**src/rtl/dram_dump_tx_pkg.sv**
```systemverilog
// Shared definitions for the DRAM dump transmitter: FSM encodings,
// UART line levels and the default baud divider.
package dram_dump_tx_pkg;

  typedef enum logic [2:0] {
    IDLE    = 3'd0,
    ADDR    = 3'd1,
    WAIT    = 3'd2,
    START_B = 3'd3,
    DATA    = 3'd4,
    STOP_B  = 3'd5,
    DONE    = 3'd6
  } dump_state_e;

  localparam logic UART_IDLE_LVL  = 1'b1;
  localparam logic UART_START_LVL = 1'b0;
  localparam logic UART_STOP_LVL  = 1'b1;

  // 50 MHz system clock, 115200 baud
  localparam int DEF_CLKS_PER_BIT = 434;

  // Width of a counter that must hold 0..n-1 (at least one bit)
  function automatic int cnt_width(input int n);
    return (n > 1) ? $clog2(n) : 1;
  endfunction

endpackage

```
**src/rtl/dram_dump_tx_if.sv**
```systemverilog
// Host/DRAM-facing signals of the dump transmitter. The slave modport is
// the dump block itself; the master modport is the host, DRAM and UART
// line side.
interface dram_dump_tx_if #(
  parameter int ADDR_W = 8,
  parameter int DATA_W = 8
);

  logic              start;
  logic [ADDR_W-1:0] base_addr;
  logic [ADDR_W-1:0] len;
  logic [ADDR_W-1:0] dram_addr;
  logic [DATA_W-1:0] dram_q;
  logic              own;
  logic              tx;
  logic              busy;
  logic              done;

  modport master (
    output start, base_addr, len, dram_q,
    input  dram_addr, own, tx, busy, done
  );

  modport slave (
    input  start, base_addr, len, dram_q,
    output dram_addr, own, tx, busy, done
  );

endinterface

```
**src/rtl/dram_dump_tx_uart_tx_core.sv**
```systemverilog
// 8N1-style UART transmitter: one start bit, DATA_W data bits LSB first,
// one stop bit. A load pulse while idle captures din and starts a frame.
module uart_tx_core
  import dram_dump_tx_pkg::*;
#(
  parameter int CLKS_PER_BIT = DEF_CLKS_PER_BIT,
  parameter int DATA_W       = 8
) (
  input  logic              CLK,
  input  logic              rst,
  input  logic              load,
  input  logic [DATA_W-1:0] din,
  output logic              tx,
  output logic              tx_busy,
  output logic              tx_done
);

  localparam int CNT_W = cnt_width(CLKS_PER_BIT);
  localparam int BIT_W = cnt_width(DATA_W);
  localparam logic [CNT_W-1:0] BAUD_LAST = CNT_W'(CLKS_PER_BIT - 1);
  localparam logic [BIT_W-1:0] BIT_LAST  = BIT_W'(DATA_W - 1);

  dump_state_e       phase_q, phase_d;
  logic [CNT_W-1:0]  baud_q, baud_d;
  logic [BIT_W-1:0]  bit_q, bit_d;
  logic [DATA_W-1:0] shreg_q, shreg_d;
  logic              tx_q, tx_d;
  logic              tick;

  assign tick    = (baud_q == BAUD_LAST);
  assign tx      = tx_q;
  assign tx_busy = (phase_q != IDLE);
  // Asserted during the final clock of the stop bit
  assign tx_done = (phase_q == STOP_B) && tick;

  // Frame sequencing: the next line level is registered so tx never glitches
  always_comb begin
    phase_d = phase_q;
    baud_d  = baud_q;
    bit_d   = bit_q;
    shreg_d = shreg_q;
    tx_d    = tx_q;
    case (phase_q)
      IDLE: begin
        if (load) begin
          shreg_d = din;
          baud_d  = '0;
          tx_d    = UART_START_LVL;
          phase_d = START_B;
        end
      end
      START_B: begin
        if (tick) begin
          baud_d  = '0;
          bit_d   = '0;
          tx_d    = shreg_q[0];
          phase_d = DATA;
        end else begin
          baud_d = baud_q + 1'b1;
        end
      end
      DATA: begin
        if (tick) begin
          baud_d = '0;
          if (bit_q == BIT_LAST) begin
            tx_d    = UART_STOP_LVL;
            phase_d = STOP_B;
          end else begin
            bit_d   = bit_q + 1'b1;
            shreg_d = shreg_q >> 1;
            tx_d    = shreg_q[1];
          end
        end else begin
          baud_d = baud_q + 1'b1;
        end
      end
      STOP_B: begin
        if (tick) begin
          baud_d  = '0;
          tx_d    = UART_IDLE_LVL;
          phase_d = IDLE;
        end else begin
          baud_d = baud_q + 1'b1;
        end
      end
      default: begin
        baud_d  = '0;
        tx_d    = UART_IDLE_LVL;
        phase_d = IDLE;
      end
    endcase
  end

  // Transmitter state register; reset drives the line idle immediately
  always_ff @(posedge CLK or posedge rst) begin
    if (rst) begin
      phase_q <= IDLE;
      baud_q  <= '0;
      bit_q   <= '0;
      shreg_q <= '0;
      tx_q    <= UART_IDLE_LVL;
    end else begin
      phase_q <= phase_d;
      baud_q  <= baud_d;
      bit_q   <= bit_d;
      shreg_q <= shreg_d;
      tx_q    <= tx_d;
    end
  end

endmodule

```
**src/rtl/dram_dump_tx.sv**
```systemverilog
// Dumps a block of DRAM over a UART line. Holds the DRAM address port
// (own=1) from acceptance of start until the DONE cycle so the processor
// cannot write mid-dump. Address/length sequencing lives here; framing
// lives in uart_tx_core.
module dram_dump_tx
  import dram_dump_tx_pkg::*;
#(
  parameter int CLKS_PER_BIT = DEF_CLKS_PER_BIT,
  parameter int ADDR_W       = 8,
  parameter int DATA_W       = 8,
  parameter int READ_LAT     = 2
) (
  input logic           CLK,
  input logic           rst,
  dram_dump_tx_if.slave bus
);

  localparam int REM_W = ADDR_W + 1;
  localparam int LAT_W = cnt_width(READ_LAT);
  localparam logic [LAT_W-1:0] WAIT_LAST  = LAT_W'(READ_LAT - 1);
  localparam logic [REM_W-1:0] FULL_BLOCK = {1'b1, {ADDR_W{1'b0}}};
  localparam logic [REM_W-1:0] ONE_LEFT   = REM_W'(1);

  dump_state_e       state_q, state_d;
  logic [ADDR_W-1:0] addr_q, addr_d;
  logic [REM_W-1:0]  rem_q, rem_d;
  logic [LAT_W-1:0]  wait_q, wait_d;
  logic              busy_q, own_q, done_q;
  logic              active_d;
  logic              load;
  logic              tx_w, tx_busy, tx_done;

  // Read data is valid on the last WAIT cycle; hand it to the serialiser
  assign load = (state_q == WAIT) && (wait_q == WAIT_LAST) && !tx_busy;

  assign bus.dram_addr = addr_q;
  assign bus.own       = own_q;
  assign bus.busy      = busy_q;
  assign bus.done      = done_q;
  assign bus.tx        = tx_w;

  uart_tx_core #(
    .CLKS_PER_BIT (CLKS_PER_BIT),
    .DATA_W       (DATA_W)
  ) u_tx (
    .CLK     (CLK),
    .rst     (rst),
    .load    (load),
    .din     (bus.dram_q),
    .tx      (tx_w),
    .tx_busy (tx_busy),
    .tx_done (tx_done)
  );

  // Dump sequencing; START_B stands for the whole serial frame here, the
  // core walks through start/data/stop on its own
  always_comb begin
    state_d  = state_q;
    addr_d   = addr_q;
    rem_d    = rem_q;
    wait_d   = wait_q;
    active_d = 1'b0;
    case (state_q)
      IDLE: begin
        if (bus.start) begin
          addr_d  = bus.base_addr;
          rem_d   = (bus.len == '0) ? FULL_BLOCK : {1'b0, bus.len};
          state_d = ADDR;
        end
      end
      ADDR: begin
        wait_d  = '0;
        state_d = WAIT;
      end
      WAIT: begin
        if (load) begin
          state_d = START_B;
        end else if (wait_q != WAIT_LAST) begin
          wait_d = wait_q + 1'b1;
        end
      end
      START_B: begin
        if (tx_done) begin
          rem_d = rem_q - 1'b1;
          if (rem_q == ONE_LEFT) begin
            state_d = DONE;
          end else begin
            addr_d  = addr_q + 1'b1;
            state_d = ADDR;
          end
        end
      end
      DONE: begin
        state_d = IDLE;
      end
      default: begin
        state_d = IDLE;
      end
    endcase
    active_d = (state_d == ADDR) || (state_d == WAIT) || (state_d == START_B);
  end

  // Control registers; busy/own/done are registered from the next state
  always_ff @(posedge CLK or posedge rst) begin
    if (rst) begin
      state_q <= IDLE;
      addr_q  <= '0;
      rem_q   <= '0;
      wait_q  <= '0;
      busy_q  <= 1'b0;
      own_q   <= 1'b0;
      done_q  <= 1'b0;
    end else begin
      state_q <= state_d;
      addr_q  <= addr_d;
      rem_q   <= rem_d;
      wait_q  <= wait_d;
      busy_q  <= active_d;
      own_q   <= active_d;
      done_q  <= (state_d == DONE);
    end
  end

endmodule

```
**src/flat_wrapper.sv**
```systemverilog
// flat-port wrapper written by rule: the top's interface ports become plain ports
module dram_dump_tx_flat import dram_dump_tx_pkg::*;
#(
  parameter int CLKS_PER_BIT = DEF_CLKS_PER_BIT,
  parameter int ADDR_W       = 8,
  parameter int DATA_W       = 8,
  parameter int READ_LAT     = 2
)
  (CLK, rst, bus_start, bus_base_addr, bus_len, bus_dram_q, bus_dram_addr, bus_own, bus_tx, bus_busy, bus_done);
  dram_dump_tx_if #(.ADDR_W(ADDR_W), .DATA_W(DATA_W)) bus_i ();
  input logic CLK;
  input logic rst;
  input wire logic [$bits(bus_i.start)-1:0] bus_start;
  input wire logic [$bits(bus_i.base_addr)-1:0] bus_base_addr;
  input wire logic [$bits(bus_i.len)-1:0] bus_len;
  input wire logic [$bits(bus_i.dram_q)-1:0] bus_dram_q;
  output wire logic [$bits(bus_i.dram_addr)-1:0] bus_dram_addr;
  output wire logic [$bits(bus_i.own)-1:0] bus_own;
  output wire logic [$bits(bus_i.tx)-1:0] bus_tx;
  output wire logic [$bits(bus_i.busy)-1:0] bus_busy;
  output wire logic [$bits(bus_i.done)-1:0] bus_done;
  assign bus_i.start = bus_start;
  assign bus_i.base_addr = bus_base_addr;
  assign bus_i.len = bus_len;
  assign bus_i.dram_q = bus_dram_q;
  assign bus_dram_addr = bus_i.dram_addr;
  assign bus_own = bus_i.own;
  assign bus_tx = bus_i.tx;
  assign bus_busy = bus_i.busy;
  assign bus_done = bus_i.done;
  dram_dump_tx #(.CLKS_PER_BIT(CLKS_PER_BIT), .ADDR_W(ADDR_W), .DATA_W(DATA_W), .READ_LAT(READ_LAT)) u_core (.CLK(CLK), .rst(rst), .bus(bus_i));
endmodule
```
**config.mk**
```make
export PLATFORM = sky130hd
export DESIGN_NAME = dram_dump_tx_flat
export DESIGN_NICKNAME = d
export VERILOG_FILES = /design/src/rtl/dram_dump_tx_pkg.sv /design/src/rtl/dram_dump_tx_if.sv /design/src/rtl/dram_dump_tx_uart_tx_core.sv /design/src/rtl/dram_dump_tx.sv /design/src/flat_wrapper.sv
export SDC_FILE = /design/constraint.sdc
export NUM_CORES = 1
export LEC_CHECK = 0
export ABC_CLOCK_PERIOD_IN_PS = 3300
export BUFFER_PORTS_ARGS = -buffer_cell sky130_fd_sc_hd__buf_2
export CORE_UTILIZATION = 30
export CTS_BUF_LIST = sky130_fd_sc_hd__clkbuf_8
export DETAILED_ROUTE_END_ITERATION = 8
export GPL_TIMING_DRIVEN = 0
export MAX_ROUTING_LAYER = met4
export SLEW_MARGIN = 20
export SYNTH_ARGS = -nofsm -noshare
export SYNTH_HDL_FRONTEND = slang
export SYNTH_SLANG_ARGS = --single-unit
```
**constraint.sdc**
```tcl
create_clock -name CLK -period 3.3 [get_ports CLK]
set_input_delay 0.495 -clock CLK [delete_from_list [all_inputs] [get_ports CLK]]
set_output_delay 0.495 -clock CLK [all_outputs]
set_load 0.01 [all_outputs]
```
After elaboration in Yosys (flattened, before gate mapping)
Index checks and enable logic that the tools add are counted.

word-level totals
  bits in registers = 47
  bits of input ports = 27
  output and inout port bits = 12
  logic and storage cells = 99

cells by class
  $add $sub $neg = 5
  equality and inequality tests = 23
  mux-type cells = 38
  reductions and logical operators = 22

operators by type and width
  cell                                                                    count
  8-bit 2-to-1 mux                                                        6
  9-bit 2-to-1 mux                                                        5
  9-bit case mux with 2 select lines                                      2
  3-bit 2-to-1 mux                                                        11
  8-bit case mux with 2 select lines                                      2
  3-bit case mux with 4 select lines                                      2
  2-bit != test (second input constant)                                   8
  4-bit AND reduction                                                     4
  3-bit by 2-bit equality test with 1-bit output (second input constant)  5
  3-bit equality test (second input constant)                             4
  9-bit by 1-bit adder with 9-bit output (second input constant)          1
  9-bit by 1-bit equality test with 1-bit output (second input constant)  1
  9-bit equality test (second input constant)                             1
  9-bit by 1-bit subtractor with 9-bit output (second input constant)     1
  8-bit by 1-bit adder with 8-bit output (second input constant)          1
  8-bit zero test                                                         1
  2-bit nonzero test                                                      4
  1-bit 2-to-1 mux                                                        7
  3-bit by 1-bit equality test with 1-bit output (second input constant)  2
  3-bit zero test                                                         2
  3-bit case mux with 2 select lines                                      1
  5-bit AND reduction                                                     1
  2-bit by 1-bit != test with 1-bit output (second input constant)        2
  1-bit case mux with 4 select lines                                      1
  other kinds (10)                                                        13

Depth between registers and ports, before layout
  depth after elaboration = 8
  mapped depth = 8
  depth with buffers taken out = 7

Cells and area by module
A second synthesis with hierarchy kept.

unflattened totals
  cells, all modules = 273
  area, all modules = 2810.2 sq um

by module, submodules not included
  module        instances  cells an instance  area an instance (sq um)  sequential area each (sq um)
  uart_tx_core  1          121                1406.3                    601.8
  dram_dump_tx  1          152                1403.8                    575.6

Worst setup path before layout
No wires, ideal clock.

  path type = reg2reg
  from = register u_core.u_tx.baud_q[1]
  to = register u_core.u_tx.phase_q[0]
  library setup time = 0.125 ns
  data arrival time = 1.741 ns
  required time = 3.175 ns
  path slack = 1.434 ns
  cell stages (with the launch flop) = 8
  path buffers = 0
  period minus slack after synthesis = 1.866 ns
  cell sequence = dfrtp_1 > inv_1 > ha_1 > and4b_1 > nand2_1 > a21oi_1 > a2bb2oi_2 > mux2_2

between the ends
  longest elaborated chain between the ends = 3
  elaborated cells on any way between the ends = 5
  those cells by class = 4 x eq/ne; 1 x reduce/logical

ends and longest elaborated chain
  element                          RTL line                          text
  start: declaration               dram_dump_tx_uart_tx_core.sv:24   logic [CNT_W-1:0] baud_q, baud_d;
  start signal: assignment         dram_dump_tx_uart_tx_core.sv:104  baud_q <= baud_d;
  9-bit equality test *            dram_dump_tx_uart_tx_core.sv:30   assign tick = (baud_q == BAUD_LAST);
  2-bit != test (no line)          n/a
  5-bit AND reduction (no line) *  n/a
  end signal: assignment           dram_dump_tx_uart_tx_core.sv:103  phase_q <= phase_d;
  end: declaration                 dram_dump_tx_uart_tx_core.sv:23   dump_state_e phase_q, phase_d;

Mark *: on every way between the ends. The rest lies on a longest branch, timed or not.
A chain may end at the register's enable or synchronous reset.

Worst setup path in the final report
Ends and elaborated chain as after synthesis.

==> load_flow_metrics.sql <==
INSERT INTO impl_metrics (metric_group, metric, value, unit) VALUES
('cells_and_area', 'final_layout_size_suffix_gt1_share', '25.6', '%'),
('drt', 'average_wire_per_cell_in_the_routed_design', '13.8', 'um'),
('floorplan', 'core', '8680', 'um^2'),
('placement', 'detailedPlacementHpwl', '4.38', 'mm'),
('floorplan', 'floorplan.die.height', '96.6', 'um'),
('cells_and_area', 'layout.cell_area.non_filler', '3150', 'um^2'),
('run_status', 'failed_checks', 'DRC', ''),
('critical_path', 'critical_path_required', '3.50', 'ns'),
('yosys', 'synth_ff_type', 'sky130_fd_sc_hd__dfrtp_1', ''),
('clock_network', 'clkLatencyLatePin', '0.30', 'ns'),
('grt', 'grt_antenna_before_repair', '0', ''),
('flow_run', 'max_cap_violations', '0', ''),
('clock_network', 'clock_tree.buffer_depth', '2', ''),
('cells_and_area', 'final_util', '36.3', '%'),
('placement', 'placed_cell_area', '3030', 'um^2'),
('power', 'p_leak', '1.43', 'nW'),
('drt', 'dr.first_iter.drc_count', '94', ''),
('grt', 'grt_first_pass_wirelength', '10.7', 'mm'),
('grt', 'grt_start_max_net_pins', '28', ''),
('yosys', 'mappedNetlistNets', '315', ''),
('placement', 'numPortBuffers', '38', ''),
('sta', 'setup_viol', '0', ''),
('yosys', 'yosysWarningCount', '0', ''),
('critical_path', 'worst-endpoint-arrival', '2.39', 'ns'),
('clock_network', 'cell_at_the_root_of_the_clock_tree', 'sky130_fd_sc_hd__clkbuf_8', ''),
('power', 'ir_worst_vdd', '0.000153', 'V'),
('clock_network', 'hold_buffers', '0', ''),
('cells_and_area', 'ff_latch_area', '1180', 'um^2'),
('clock_network', 'post-cts-setup-buffers', '0', ''),
('sta', 'setup-tns-final', '0', 'ns'),
('critical_path', 'timing_worst_setup_path_type', 'reg2reg', ''),
('run_status', 'status', 'finished with violations', ''),
('sta', 'portion_of_the_clock_cycle_consumed_by_the_worst_path_in_the_final_layout', '66.5', '%'),
('power', 'power_density', '348', 'nW/um^2'),
('drt', 'detailedRoute.firstPassIterationCount', '7', ''),
('placement', 'gpl.final_weighted_congestion', '0.786', ''),
('sta', 'timing.final.crit_period', '2.19', 'ns'),
('critical_path', 'cp-end-kind', 'flop', ''),
('sta', 'slew-limit-headroom', '66.8', '%'),
('grt', 'grt_remaining_overflow', '0', ''),
('yosys', 'synth.yosys.seq_area_share', '43.8', '%'),
('grt', 'global_router_s_overall_resource_usage', '13.9', '%'),
('cells_and_area', 'multi_input_area', '1380', 'um^2'),
('placement', 'placedCellCount', '428', ''),
('yosys', 'synth_enable_flop_cells', '0', ''),
('drt', 'route.detailed.vias_per_inst', '5.21', ''),
('floorplan', 'die_w', '96.6', 'um'),
('floorplan', 'num_rows', '34', ''),
('cells_and_area', 'finish.net_count', '361', ''),
('cells_and_area', 'fill_cells', '901', ''),
('critical_path', 'maximum_fanout_encountered_on_the_critical_timing_path', '9', ''),
('sta', 'layout_setup_ws', '1.11', 'ns'),
('floorplan', 'fp.dieArea', '9340', 'um^2'),
('sta', 'hold_viol_final', '0', ''),
('cells_and_area', 'areaGrowthSynthToFinish', '17.2', '%'),
('drt', 'route.detailed.drc', '1', ''),
('sta', 'fmax', '456', 'MHz'),
('critical_path', 'cp-start-kind', 'flop', ''),
('yosys', 'synthesis.area_per_instance', '9.56', 'um^2'),
('sta', 'maxSlewViolCount', '0', ''),
('sta', 'worstMarginPinSlew', '0.496', 'ns'),
('yosys', 'post_synth_instance_area', '2690', 'um^2'),
('cells_and_area', 'diodes_inserted', '0', ''),
('drt', 'detail-route-antenna-nets', '0', ''),
('placement', 'post_placement_worst_setup_slack', '1.16', 'ns'),
('yosys', 'yosys_register_bits', '47', ''),
('cells_and_area', 'finalNonFillerCells', '436', ''),
('yosys', 'synth.lib_cells_used.distinct', '55', ''),
('clock_network', 'cts.sinks', '47', ''),
('clock_network', 'clock_tree_from_tritoncts', 'done', ''),
('min_path', 'worst_hold_path_type', 'in2async', ''),
('yosys', 'syn_inst', '281', ''),
('clock_network', 'h-tree-depth', '2', ''),
('drt', 'routed_wirelength', '6.02', 'mm'),
('drt', 'routed-via-count', '2270', ''),
('yosys', 'async_flop_share', '100', '%'),
('clock_network', 'cts_resized', '0', ''),
('clock_network', 'cts_made_buffers', '5', ''),
('clock_network', 'clk_pin_slew', '0.09', 'ns'),
('sta', 'clock-skew-final', '0.00685', 'ns'),
('floorplan', 'floorplan.initialDensity', '31.0', '%'),
('floorplan', 'ioPinCount', '39', ''),
('grt', 'number_of_global_route_vias_before_repair', '2266', ''),
('sta', 'rsz0062_at_grt', 'no', '');
-- cells by family after synthesis --
family	after synthesis	share of synthesized area (%)
AO/OA/AOI/OAI	76	17.8
AND/OR/NAND/NOR	99	21.1
adder cells (fa/ha/maj)	7	3.26
buffers and inverters	28	4.70
flip-flops	47	43.8
multiplexers	17	7.08
XOR/XNOR	7	2.28
-- worst max-delay path, stage by stage, from the launching register on --
cell                        delay (ns)
sky130_fd_sc_hd__dfrtp_1          0.40
sky130_fd_sc_hd__inv_1            0.08
sky130_fd_sc_hd__ha_1             0.16
sky130_fd_sc_hd__and4b_1          0.24
sky130_fd_sc_hd__nand2_1          0.15
sky130_fd_sc_hd__a21oi_1          0.24
sky130_fd_sc_hd__a2bb2oi_2        0.44
sky130_fd_sc_hd__mux2_2           0.39
-- sequential cells by signal, summed over array words and instances (netlist names) --
name and cells:
u_core.bus.busy 1, u_core.bus.done 1, u_core.bus.dram_addr 8, u_core.rem_q 9, u_core.state_q 3, u_core.u_tx.baud_q 9, u_core.u_tx.bit_q 3, u_core.u_tx.phase_q 3
u_core.u_tx.shreg_q 8, u_core.u_tx.tx 1, u_core.wait_q 1
-- worst paths after layout --
check                                                   start                                 end  slack [ns]  cells past startpoint
max reg2reg                 u_core.u_tx.baud_q[1]$_DFFE_PP0P_  u_core.u_tx.phase_q[0]$_DFFE_PP0P_        1.11                      7
min in group CLK                                bus_dram_q[7]  u_core.u_tx.shreg_q[7]$_DFFE_PP0P_        0.43                      3
max                         u_core.u_tx.baud_q[1]$_DFFE_PP0P_  u_core.u_tx.phase_q[0]$_DFFE_PP0P_        1.11                      7
min reg2reg                u_core.u_tx.shreg_q[2]$_DFFE_PP0P_  u_core.u_tx.shreg_q[2]$_DFFE_PP0P_        0.51                      1
min                                                       rst  u_core.u_tx.shreg_q[5]$_DFFE_PP0P_        0.20                      2
max in group asynchronous                                 rst  u_core.u_tx.phase_q[1]$_DFFE_PP0P_        2.59                      3
-- cell usage in the layout (no fill, tap or decap), types with 7 or more instances in the layout --
master                    synthesis  layout
sky130_fd_sc_hd__a21oi_1         19      19
sky130_fd_sc_hd__a31oi_1          9       9
sky130_fd_sc_hd__and3_1           7       7
sky130_fd_sc_hd__buf_2            5      43
sky130_fd_sc_hd__dfrtp_1         46      46
sky130_fd_sc_hd__ha_1             7       7
sky130_fd_sc_hd__inv_1           14      13
sky130_fd_sc_hd__mux2_2          16      16
sky130_fd_sc_hd__nand2_1         18      18
sky130_fd_sc_hd__nand3_1         10      10
sky130_fd_sc_hd__nor2_1          27      27
sky130_fd_sc_hd__o21ai_0         27      27
-- cell type report --
class	instances	area share (%)
Tap cell	108	4.29
Sequential cell	47	37.4
Multi-Input combinational cell	206	43.9
Timing Repair Buffer	39	6.67
Clock buffer	6	2.62
Inverter	14	1.67
Buffer	14	2.34
Clock inverter	2	1.11
-- stage by stage --
step                hold slack, ns  power [W]
floorplan                    0.470   0.000629
global placement             0.488   0.000654
detailed placement           0.492   0.000658
CTS                          0.210    0.00111
global route                 0.240    0.00114
finish                       0.201    0.00110
-- report_power, final --
group	leakage (nW)	internal, W	switching, W
combinational	0.789	0.0000292	0.0000302
clock	0.0612	0.000246	0.000205
sequential	0.578	0.000582	0.00000470
total	1.43	0.000856	0.000240
-- per-layer routing --
metal / track usage [%] / part of all wire [%] / up-vias
met4: 2.87 / 0.27 / 0
met2: 21.5 / 46 / 58
met3: 3.11 / 4.5 / 3
met5: - / 0 / -
met1: 18.9 / 50 / 1096
li1: - / - / 1113
-- cells in the mapped netlist (3+ instances only) --
cell,n,share of area [%]
sky130_fd_sc_hd__a21oi_1,19,3.5
sky130_fd_sc_hd__a31oi_1,9,2.1
sky130_fd_sc_hd__and3_1,7,1.6
sky130_fd_sc_hd__buf_2,5,0.93
sky130_fd_sc_hd__clkbuf_1,6,0.84
sky130_fd_sc_hd__dfrtp_1,46,43
sky130_fd_sc_hd__ha_1,7,3.3
sky130_fd_sc_hd__inv_1,14,2.0
sky130_fd_sc_hd__mux2_2,16,6.7
sky130_fd_sc_hd__nand2_1,18,2.5
sky130_fd_sc_hd__nand2b_1,3,0.70
sky130_fd_sc_hd__nand3_1,10,1.9
sky130_fd_sc_hd__nand3b_1,3,0.84
sky130_fd_sc_hd__nand4_1,5,1.2
sky130_fd_sc_hd__nor2_1,27,3.8
sky130_fd_sc_hd__nor3_1,4,0.75
sky130_fd_sc_hd__o21ai_0,27,5.0
sky130_fd_sc_hd__o22ai_1,3,0.70
sky130_fd_sc_hd__xnor2_1,6,2.0
Power figures use the tool's default switching activity.
